--- src/rtl/sub_digit_serial.sv ---
// Digit-serial subtractor: D = A - B - BIN, one 2-bit digit per cycle, LSB digit first.
// Valid/ready: a transfer happens on a rising edge where valid and ready are both 1.
module sub_digit_serial #(
    parameter int WIDTH = 8
) (
    input  logic             CLKIN,
    input  logic             RESETN,
    input  logic             I_VALID,
    output logic             I_READY,
    input  logic [WIDTH-1:0] A,
    input  logic [WIDTH-1:0] B,
    input  logic             BIN,
    output logic             O_VALID,
    input  logic             O_READY,
    output logic [WIDTH-1:0] D,
    output logic             COUT,
    output logic [1:0]       DBG_STATE
);

    localparam int NDIG = WIDTH / 2;
    localparam int KW   = (NDIG > 1) ? $clog2(NDIG) : 1;
    localparam logic [KW-1:0] K_LAST = KW'(NDIG - 1);
    localparam logic [KW-1:0] K_ONE  = KW'(1);

    typedef enum logic [1:0] {
        IDLE = 2'd0,
        RUN  = 2'd1,
        DONE = 2'd2
    } state_t;

    state_t           state_q, state_d;
    logic [KW-1:0]    k_q, k_d;
    logic             c_q, c_d;
    logic [WIDTH-1:0] a_q, a_d;
    logic [WIDTH-1:0] b_q, b_d;
    logic [WIDTH-1:0] d_q, d_d;
    logic             cout_q, cout_d;
    logic [1:0]       a_dig, b_dig;
    logic [2:0]       s;

    always_ff @(posedge CLKIN or negedge RESETN) begin
        if (!RESETN) begin
            state_q <= IDLE;
            k_q     <= '0;
            c_q     <= 1'b0;
            a_q     <= '0;
            b_q     <= '0;
            d_q     <= '0;
            cout_q  <= 1'b0;
        end else begin
            state_q <= state_d;
            k_q     <= k_d;
            c_q     <= c_d;
            a_q     <= a_d;
            b_q     <= b_d;
            d_q     <= d_d;
            cout_q  <= cout_d;
        end
    end

    always_comb begin
        state_d = state_q;
        k_d     = k_q;
        c_d     = c_q;
        a_d     = a_q;
        b_d     = b_q;
        d_d     = d_q;
        cout_d  = cout_q;
        a_dig   = 2'b00;
        b_dig   = 2'b00;

        // Constant-index digit mux keeps selects width-clean for every WIDTH.
        for (int i = 0; i < NDIG; i++) begin
            if (k_q == KW'(i)) begin
                a_dig = a_q[2*i +: 2];
                b_dig = b_q[2*i +: 2];
            end
        end
        // 3 - b is the 2-bit complement of b; carry in is the inverted borrow.
        s = {1'b0, a_dig} + {1'b0, ~b_dig} + {2'b00, c_q};

        case (state_q)
            IDLE: begin
                if (I_VALID) begin
                    a_d     = A;
                    b_d     = B;
                    c_d     = ~BIN;
                    d_d     = '0;
                    k_d     = '0;
                    state_d = RUN;
                end
            end
            RUN: begin
                for (int i = 0; i < NDIG; i++) begin
                    if (k_q == KW'(i)) begin
                        d_d[2*i +: 2] = s[1:0];
                    end
                end
                c_d = s[2];
                if (k_q == K_LAST) begin
                    cout_d  = s[2];
                    k_d     = '0;
                    state_d = DONE;
                end else begin
                    k_d = k_q + K_ONE;
                end
            end
            DONE: begin
                if (O_READY) begin
                    state_d = IDLE;
                end
            end
            default: begin
                state_d = IDLE;
            end
        endcase
    end

    assign I_READY   = (state_q == IDLE) && RESETN;
    assign O_VALID   = (state_q == DONE);
    assign D         = d_q;
    assign COUT      = cout_q;
    assign DBG_STATE = state_q;

endmodule
--- config.mk ---
export PLATFORM = sky130hd
export DESIGN_NAME = sub_digit_serial
export DESIGN_NICKNAME = d
export VERILOG_FILES = /design/src/rtl/sub_digit_serial.sv
export SDC_FILE = /design/constraint.sdc
export NUM_CORES = 1
export LEC_CHECK = 0
export BUFFER_PORTS_ARGS = -buffer_cell sky130_fd_sc_hd__buf_2
export CAP_MARGIN = 20
export CORE_MARGIN = 5
export CORE_UTILIZATION = 53
export CTS_CLUSTER_SIZE = 24
export DETAILED_ROUTE_END_ITERATION = 8
export PLACE_DENSITY_LB_ADDON = 0.2
export SLEW_MARGIN = 20
export SYNTH_ARGS = -nofsm -noshare
export SYNTH_HDL_FRONTEND = slang
export SYNTH_SLANG_ARGS = --single-unit
--- constraint.sdc ---
create_clock -name CLKIN -period 2.9 [get_ports CLKIN]
set_input_delay 0.29 -clock CLKIN [delete_from_list [all_inputs] [get_ports CLKIN]]
set_output_delay 0.29 -clock CLKIN [all_outputs]
set_load 0.01 [all_outputs]
==> results of run 1 <==
## synthesized netlist by cell type, types with 2 or more instances
master,number
dfrtp_1,30
a22oi_1,3
nand2b_1,3
buf_2,2
mux2_2,21
a22o_1,8
mux2i_1,3
buf_6,3
fa_1,2
nor3b_1,2
a21oi_1,2
o22ai_1,3
ha_1,4
inv_1,11
nand2_1,7
## per-layer routing
metal / up-vias / part of all wire, % / track usage [%]
li1: 510 / - / -
met1: 563 / 41 / 19.98
met2: 37 / 50 / 26.78
met3: 9 / 6.2 / 6.039
met4: 0 / 2.0 / 7.013
met5: - / 0 / 0
## power groups by stage
| stage | sequential, mW | combinational, mW | clock [mW] |
|---|---|---|---|
| finish | 0.788 | 1.15 | 0.258 |
| CTS | 0.792 | 1.16 | 0.264 |
| floorplan | 0.750 | 0.917 | 0 |
| detailed placement | 0.801 | 1.16 | 0 |
| global placement | 0.789 | 1.12 | 0 |
| global route | 0.823 | 1.29 | 0.291 |
## worst min path at each step
| stage | start | endpoint | slack (ps) | depth (start not counted) |
|---|---|---|---|---|
| after floorplan | RESETN | COUT$_DFFE_PN0P_ | -6 | 0 |
| after global placement | RESETN | DBG_STATE[1]$_DFFE_PN0P_ | 320 | 2 |
| after detailed placement | RESETN | DBG_STATE[0]$_DFFE_PN0P_ | 320 | 2 |
| after CTS | O_READY | DBG_STATE[1]$_DFFE_PN0P_ | 110 | 2 |
| after global routing | O_READY | DBG_STATE[1]$_DFFE_PN0P_ | 120 | 2 |
| final | O_READY | DBG_STATE[1]$_DFFE_PN0P_ | 120 | 2 |
## critical path, delay by kind of cell (launching register included)
kind	cells	cell delay [ps]
simple gates	2	290
buf+inv	2	170
fa+ha+maj	3	1070
compound gates	2	520
mux	1	110
flops	1	440
## repair_timing
item | in CTS | in global routing
endpoints found under the setup margin | 0 | 3
endpoints found under the hold margin | 30 | 0
hold buffers | 1 | 0
resized for setup | 0 | 1
## cell families after synthesis
group | Yosys count | share of synthesized area (%)
muxes | 24 | 17.43
DFF | 30 | 49.10
and+or+nand+nor | 21 | 9.084
adders and majority gates | 6 | 5.892
AOI/OAI and AO/OA | 25 | 12.69
buffers and inverters | 17 | 5.810
## flip-flops by register name (all words and copies together), names as in the netlist
register	count
a_q	8
c_q	1
b_q	8
DBG_STATE	2
D	8
k_q	2
COUT	1
## metrics by stage
| stage | setup TNS (ps) | setup slack [ps] | cells | utilization [%] |
|---|---|---|---|---|
| after global placement | 0 | 279.6 | 185 | 62.21 |
| after floorplan | 0 | 238.4 | 123 | - |
| after detailed placement | 0 | 210.1 | 185 | 62.21 |
| after CTS | 0 | 195.2 | 194 | 64.75 |
| final | 0 | 191.3 | 194 | 64.84 |
| after global routing | -4.317 | -4.317 | 194 | 64.84 |
## layout make-up
class / count / area (µm²) / share of cell area (%)
Clock buffer: 7 / 55.05 / 3.079
Clock inverter: 1 / 5.005 / 0.2799
Multi-Input combinational cell: 76 / 691.9 / 38.70
Inverter: 11 / 41.29 / 2.309
Sequential cell: 30 / 750.7 / 41.99
Timing Repair Buffer: 38 / 205.2 / 11.48
Tap cell: 31 / 38.79 / 2.169
==> impl_results.md, run 1 <==
- Run status: completed
- Critical Path Sink Type: flip-flop
- P_int: between 1 and 1.5 mW
- Cell area after layout: 1788 µm²
- Layout cells sized above 1: 43.56%
- Setup Buffers After CTS: 0
- Clock sink count: 30
- Crit-path cells: inv_1 -> ha_1 -> nor2_1 -> a221o_1 -> fa_1 -> inv_1 -> fa_1 -> nand2b_1 -> mux2i_1 -> a22o_1
- Initial DRC count: 49
- Final wirelength: between 2000 and 3000 µm
- Reg2reg setup slack: between 150 and 200 ps
- Final setup vio count: 0
- Power Total: 2.200 mW
- Final HPWL DP: roughly 2300 µm
- CP max FO: 5
- Sw Share: between 30% and 40%
- Post-synth cell types: 34
- Clock buffer depth: 2
- Antenna-violating nets left: 0
- Chip Width: 63.71 µm
- Drt drc: 0
- FP Rows: 19
- Via count: between 1k and 1.5k
- Critical path launch point type: flip-flop
- Vias in the first global route: 1,154
- Worst VDD drop: 0.7642 mV
- Die Span Y: 63.71 µm
- PortBufs: 33
- Max stage delay cell, worst path: dfrtp_1
- Pwr Density: 1230 nW/µm²
- Die ar.: between 4000 and 5000 µm²
- Reg power frac: between 30 and 40%
- Comb pwr share: a little over half
- Worst-Margin Slew: ~550 ps
- Reg-to-reg endpoint: D[1]$_DFFE_PN0P_
- Area grow syn2layout: 16.94%
- Post-layout minimum cycle time: about 2700 ps
- Largest net degree at the start of global routing: 32
- CTS buffer count: 5
- Most common cell after layout, fill and taps aside: buf_2
- Arrival @ worst endpoint: 2940 ps
- GPL Wtd Cong: 0.8362
- Synth Instances: roughly 120
- IO Pins: 34
- Register area share after synthesis: approximately half
- # H-tree levels: 2
- WHS: between 100 and 150 ps
- Max cap viols: 0
- Post-synth top area cell: dfrtp_1
- Root Driver: clkbuf_4
- Required time of the critical path: about 3100 ps
- Min-Delay Path Class: input port to flip-flop
- Asr flop ratio synth: 100.0%
- Final hold vios: 0
- Placed Area: about 1700 µm²
- Reg2reg path depth: 10
- CTS tree: yes
- Sw Pwr: 863.7 µW
- Synthesized netlist net count: 150
- First-pass GRT wire length: approximately 5200 µm
- Top post-synthesis cells by area: dfrtp_1 (49%), mux2_2 (15%), a22o_1 (4.6%), ha_1 (3.3%), inv_1 (2.7%)
- Initial Utilization: ~55%
- Initial antenna violation count: 0
- Worst Setup SP: k_q[0]$_DFFE_PN0P_
- N_diodes: 0
- Gr usage total: about 17%
- Post-synthesis register bit count: 30
- Synthesis Warnings: 0
- Vias per cell: between 5 and 6
- Fmax: between 300 and 400 MHz
- CP peak stage delay: roughly 440 ps
- Yosys top cell area share: 49.10%
- Reg2reg start: k_q[0]$_DFFE_PN0P_
- Clock latency on the worst-skew pair: around 330 ps
- CTS clk-pin slew, worst paths: 90 ps
- Clock power frac: roughly an eighth
- Part of the cycle the worst path needs: between 90 and 100%
- Post-Syn Area: around 1500 µm²
- Prevailing post-synth register cell: dfrtp_1
- Fin. max-slew vios: 0
- Routed len/inst: roughly 15 µm
- # fillers: 235
- Gr ovfl total: 0
- Core area: between 2000 and 3000 µm²
- Leak: between 0.8 and 0.9 nW
- Crit path to: D[1]$_DFFE_PN0P_
- EDFF count, synth: 0
- Synth Area per Inst: roughly 12 µm²
- Kind of critical path: flip-flop to flip-flop
- Final nets: around 190
- Router iterations before antenna repair: 5
- Most frequent cells in the layout: buf_2 (33), dfrtp_1 (30), mux2_2 (21)
- Worst relative slew slack: 63.39%
- Setup Skew: roughly 3.1 ps
Power figures use the tool's default switching activity.
==> run 2: changes to the inputs <==
Settings changed: CORE_UTILIZATION 53 to 55.
Clock period 2.9 ns to 3.3 ns, I/O delays scaled along.
==> run 2 against run 1 <==
Cell count decreased by 3.1%. Flip-flop and latch count is the same. First-iteration DRC count shrank 22%. Non-clock buffer count decreased by 5. Core utilization fell by 0.99 points. Critical endpoint unchanged. Combinational power is 13% lower. Largest cell class unchanged. Critical path type unchanged. Global-route usage increased by 0.82 points.
==> impl_results.md, run 2 (synthesis gave the netlist of run 1 again) <==
- Reg2reg start: k_q[0]$_DFFE_PN0P_
- Critical path launch point type: flip-flop
- CTS clk-pin slew, worst paths: approximately 100 ps
- Gr ovfl total: 0
- Reg2reg setup slack: roughly 320 ps
- Critical Path Sink Type: flip-flop
- Fin. max-slew vios: 0
- Required time of the critical path: between 3000 and 4000 ps
- Clock buffer depth: 2
- Reg2reg path depth: 11
- # H-tree levels: 2
- Setup Skew: approximately 19 ps
- Max cap viols: 0
- Die Span Y: 62.73 µm
- Final hold vios: 0
- Area grow syn2layout: 13.18%
- Router iterations before antenna repair: 4
- Routed len/inst: ~16 µm
- # placed instances: between 150 and 200
- PortBufs: 33
- N_diodes: 0
- Most common cell after layout, fill and taps aside: buf_2
- Setup Buffers After CTS: 0
- Worst-Margin Slew: a little under 700 ps
- Reg-to-reg endpoint: D[1]$_DFFE_PN0P_
- Die ar.: about 3900 µm²
- Kind of critical path: flip-flop to flip-flop
- Worst relative slew slack: a little over half
- Max stage delay cell, worst path: dfrtp_1
- Post-layout minimum cycle time: between 2000 and 3000 ps
- CP peak stage delay: about 450 ps
- Initial Utilization: between 50% and 60%
- Layout Cells excl Fill: roughly 190
- Final wirelength: between 3000 and 4000 µm
- Worst VDD drop: 0.5929 mV
- CP max FO: 5
- Run status: completed
- RSZ-0062 raised after global routing: false
- Fmax: about 340 MHz
- Crit-path cells: inv_1 -> ha_1 -> nor2b_1 -> a22oi_1 -> a221o_1 -> fa_1 -> inv_1 -> fa_1 -> nand2b_1 -> mux2i_1 -> a22o_1
- Drt drc: 0
- Final HPWL DP: between 2000 and 2500 µm
- First-pass GRT wire length: 5402 µm
- Most frequent cells in the layout: buf_2 (33), dfrtp_1 (30), mux2_2 (21)
- FP Rows: 19
- Largest net degree at the start of global routing: 32
- Clock sink count: 30
- Part of the cycle the worst path needs: approximately nine tenths
- Leak: between 0.8 and 0.9 nW
- Vias in the first global route: around 1.1k
- Final setup vio count: 0
- IO Pins: 34
- Chip Width: roughly 63 µm
- Layout cells sized above 1: 40.76%
- Gr usage total: between 15 and 20%
- Final nets: approximately 180
- Min-Delay Path Class: input port to asynchronous set/reset pin
- Post-CTS sizing: 0
- Hold buffers post-CTS: 0
- Initial DRC count: 38
- Antenna-violating nets left: 0
- Via count: around 1.1k
- Root Driver: clkbuf_4
- Clock latency on the worst-skew pair: approximately 330 ps
- CTS buffer count: 5
- Setup TNS Final: 0 ps
- GPL Wtd Cong: slightly below 0.8
- Core area: 2710 µm²
- Initial antenna violation count: 0
- Arrival @ worst endpoint: between 3000 and 4000 ps
- Vias per cell: between 5 and 6
- Pwr Density: between 1000 and 1500 nW/µm²
- CTS tree: yes
==> run 2: changes by cell type in the layout (fill, tap and decap cells not counted) <==
| cell | previous run | this run |
|---|---|---|
| buf_4 | 4 | 0 |
| clkbuf_1 | 1 | 2 |
| clkbuf_8 | 1 | 0 |
| clkinv_2 | 1 | 0 |
| dlygate4sd3_1 | 1 | 0 |
| nor2b_1 | 0 | 1 |
| nor2b_2 | 2 | 1 |
==> run 2: worst max path at each step <==
stage / start / to / slack [ps]
floorplan: k_q[0]$_DFFE_PN0P_ / D[5]$_DFFE_PN0P_ / 640
global placement: k_q[0]$_DFFE_PN0P_ / D[5]$_DFFE_PN0P_ / 500
detailed placement: k_q[0]$_DFFE_PN0P_ / D[1]$_DFFE_PN0P_ / 360
CTS: k_q[0]$_DFFE_PN0P_ / D[1]$_DFFE_PN0P_ / 330
global route: k_q[0]$_DFFE_PN0P_ / D[3]$_DFFE_PN0P_ / 130
finish: k_q[0]$_DFFE_PN0P_ / D[1]$_DFFE_PN0P_ / 320
==> run 2: through the flow <==
stage          util (%)  area [µm²]  setup slack [ps]  power, mW  hold WS [ps]
2_1_floorplan         -        1529             638.4      1.465         34.41
3_3_place_gp      62.19        1685             503.4      1.655         389.2
3_5_place_dp      62.19        1685             364.0      1.705         405.5
4_1_cts           63.85        1730             330.0      1.912         45.27
5_1_grt           63.85        1730             134.2      2.069         77.73
6_report          63.85        1730             322.7      1.900         24.91
==> run 2: worst max-delay path: cells and delay by family (launching register included) <==
kind | cells | cell delay, ps
AOI/OAI and AO/OA | 3 | 640
adders and majority gates | 3 | 1070
buffers and inverters | 2 | 180
DFF | 1 | 450
muxes | 1 | 100
and+or+nand+nor | 2 | 400
==> run 2: area by class of cell <==
| class | instances | area, µm² |
|---|---|---|
| clock buffer | 7 | 45.04 |
| fill | 238 | 979.7 |
| inverter | 11 | 41.29 |
| multi-input combinational | 76 | 689.4 |
| sequential | 30 | 750.7 |
| tap | 31 | 38.79 |
| timing repair buffer | 33 | 165.2 |
==> run 2: metal layers <==
layer  global-route usage [%]  share of wire (%)  routed length (µm)
met4                    6.366                1.8                  56
met1                    20.88                 43                1317
met3                    6.295                5.3                 163
met5                        0                  0                   0
met2                    28.63                 50                1551
==> run 2: where the power goes <==
group          switching (mW)  internal (mW)  total (mW)
Clock                   0.119         0.0802       0.200
Combinational           0.494          0.510        1.00
Sequential              0.153          0.543       0.696
Total                   0.766           1.13        1.90
==> run 3: changes to the inputs <==
Settings changed: CELL_PAD_IN_SITES_DETAIL_PLACEMENT from default to 1, CELL_PAD_IN_SITES_GLOBAL_PLACEMENT from default to 1, CORE_UTILIZATION 55 to 38.
Clock period 3.3 ns to 2.6 ns, I/O delays scaled along.
==> run 3 against run 2 <==
The run now ends with hold timing left. Critical path depth unchanged. Non-clock buffer count increased by 15. Core utilization down 13 points. Cell area grew 15%. Global-route usage down 1.8 points. Die area is 37% higher. Clock power increased by 120%. Sequential share of layout area decreased by 5.6 points. Power up 52%. Largest power group unchanged.
==> impl_results.md, run 3 (synthesis gave the netlist of run 1 again) <==
- N_diodes: 0
- Critical Path Sink Type: flip-flop
- Worst-Margin Slew: between 500 and 600 ps
- Post-place setup slack: -130.7 ps
- Final HPWL DP: about 2800 µm
- Initial antenna violation count: 0
- Hold buffers post-CTS: 0
- GPL Wtd Cong: around 0.83
- Gr usage total: between 10% and 20%
- Die ar.: around 5400 µm²
- Fmax: around 390 MHz
- Most common cell after layout, fill and taps aside: buf_2
- CP max FO: 4
- Gr ovfl total: 0
- Router iterations before antenna repair: 4
- Setup ws final: 9.721 ps
- Clock latency on the worst-skew pair: between 200 and 300 ps
- CP peak stage delay: between 400 and 500 ps
- Min-Delay Path Class: input port to asynchronous set/reset pin
- Layout cells sized above 1: 53.76%
- CTS tree: yes
- Final setup vio count: 0
- Required time of the critical path: between 2000 and 3000 ps
- Clock buffer depth: 2
- Clock sink count: 30
- Max stage delay cell, worst path: dfrtp_2
- Run status: complete, but fails checks
- Initial Utilization: between 30% and 40%
- Leak: ~0.95 nW
- RSZ-0062 raised after global routing: true
- Antenna-violating nets left: 0
- WHS: -11.09 ps
- IO Pins: 34
- PortBufs: 33
- Max cap viols: 0
- Die Span Y: 73.43 µm
- Drt drc: 0
- Crit-path cells: inv_2 -> ha_4 -> nor2b_4 -> a22oi_2 -> a221o_1 -> fa_2 -> inv_2 -> fa_1 -> nand2b_1 -> mux2i_1 -> a22o_1
- First-pass GRT wire length: roughly 6300 µm
- Arrival @ worst endpoint: roughly 2800 ps
- Vias in the first global route: 1,271
- Routed len/inst: 17.24 µm
- CTS clk-pin slew, worst paths: 70 ps
- Initial DRC count: between 40 and 50
- # fillers: around 430
- Final hold vios: 11
- CTS buffer count: 5
- Final wirelength: around 3800 µm
- Largest net degree at the start of global routing: 31
- Most frequent cells in the layout: buf_2 (33), dfrtp_1 (29), mux2_2 (21)
- Root Driver: clkbuf_8
- Via count: 1,108
- FP Rows: 23
- Core area: ~3900 µm²
- Chip Width: 73.43 µm
- Setup Skew: approximately 8.8 ps
- Area grow syn2layout: 30.03%
- Worst VDD drop: 0.6330 mV
- # H-tree levels: 2
- Final nets: around 200
- CP most frequent cell: inv_2
- Part of the cycle the worst path needs: 99.63%
- Setup TNS Final: 0 ps
- Worst relative slew slack: 64.08%
- Kind of critical path: flip-flop to flip-flop
- Critical path launch point type: flip-flop
- Vias per cell: 4.969
- Pwr Density: between 1000 and 1500 nW/µm²
- Post-layout minimum cycle time: approximately 2600 ps
- Failing checks: hold timing
- Final core utilization: 50.43%
- Fin. max-slew vios: 0
-- run 3: changes by cell type in the layout (fill, tap and decap cells not counted), moves of 4 or more --
cell      change
clkbuf_4      -5
clkbuf_8      +8
buf_4        +15
ha_1          -4
-- run 3: per-stage QoR --
stage	power (mW)	instances	instance area, µm²
after global placement	2.239	211	1799
after CTS	2.842	221	1954
after floorplan	1.880	123	1539
after global routing	3.125	223	1988
after detailed placement	2.321	211	1799
final	2.886	223	1988
-- run 3: area by class of cell --
cell class	instances	area (µm²)	area share, %
clock buffers	8	110.1	5.538
flip-flops and latches	30	752.0	37.82
well taps	50	62.56	3.147
multi-input cells	76	744.5	37.44
inverters	11	41.29	2.077
repair buffers	48	277.8	13.97
-- run 3: worst max-delay path: cells and delay by family, from the launching register on --
family / cells / cell delay, ps
adders and majority gates: 3 / 900
AOI/OAI and AO/OA: 3 / 580
muxes: 1 / 90
buffers and inverters: 2 / 170
DFF: 1 / 440
and+or+nand+nor: 2 / 290
-- run 3: final timing paths --
check	startpoint	endpoint	slack (ps)	cells past startpoint
worst max-delay path	k_q[0]$_DFFE_PN0P_	D[5]$_DFFE_PN0P_	10	11
worst min-delay path	RESETN	D[3]$_DFFE_PN0P_	-10	2
worst max register to register	k_q[0]$_DFFE_PN0P_	D[5]$_DFFE_PN0P_	10	11
worst min register to register	a_q[5]$_DFFE_PN0P_	a_q[5]$_DFFE_PN0P_	510	1
max in group asynchronous	RESETN	k_q[0]$_DFFE_PN0P_	2300	2
min in group CLKIN	O_READY	DBG_STATE[1]$_DFFE_PN0P_	150	2
-- run 3: repair_timing --
action | CTS | global route
setup buffers | 2 | 2
resized for setup | 7 | 6
cloned | 0 | 0
pin swaps | 2 | 3
endpoints found under the setup margin | 3 | 3
-- run 3: routing by layer --
metal  part of all wire (%)  routed length [µm]  GRT usage (%)  up-vias
li1                       -                   -              -      530
met1                     39                1485          17.64      552
met2                     56                2158          28.50       22
met3                    3.7                 144          3.830        4
met4                    1.4                  55          5.433        0
met5                      0                   0              0        -
-- run 3: where the power goes --
part           switching (mW)  internal [mW]  total (mW)  leakage [nW]
Combinational           0.730          0.824        1.55         0.524
Sequential              0.194          0.693       0.887         0.365
Clock                   0.178          0.267       0.445        0.0575
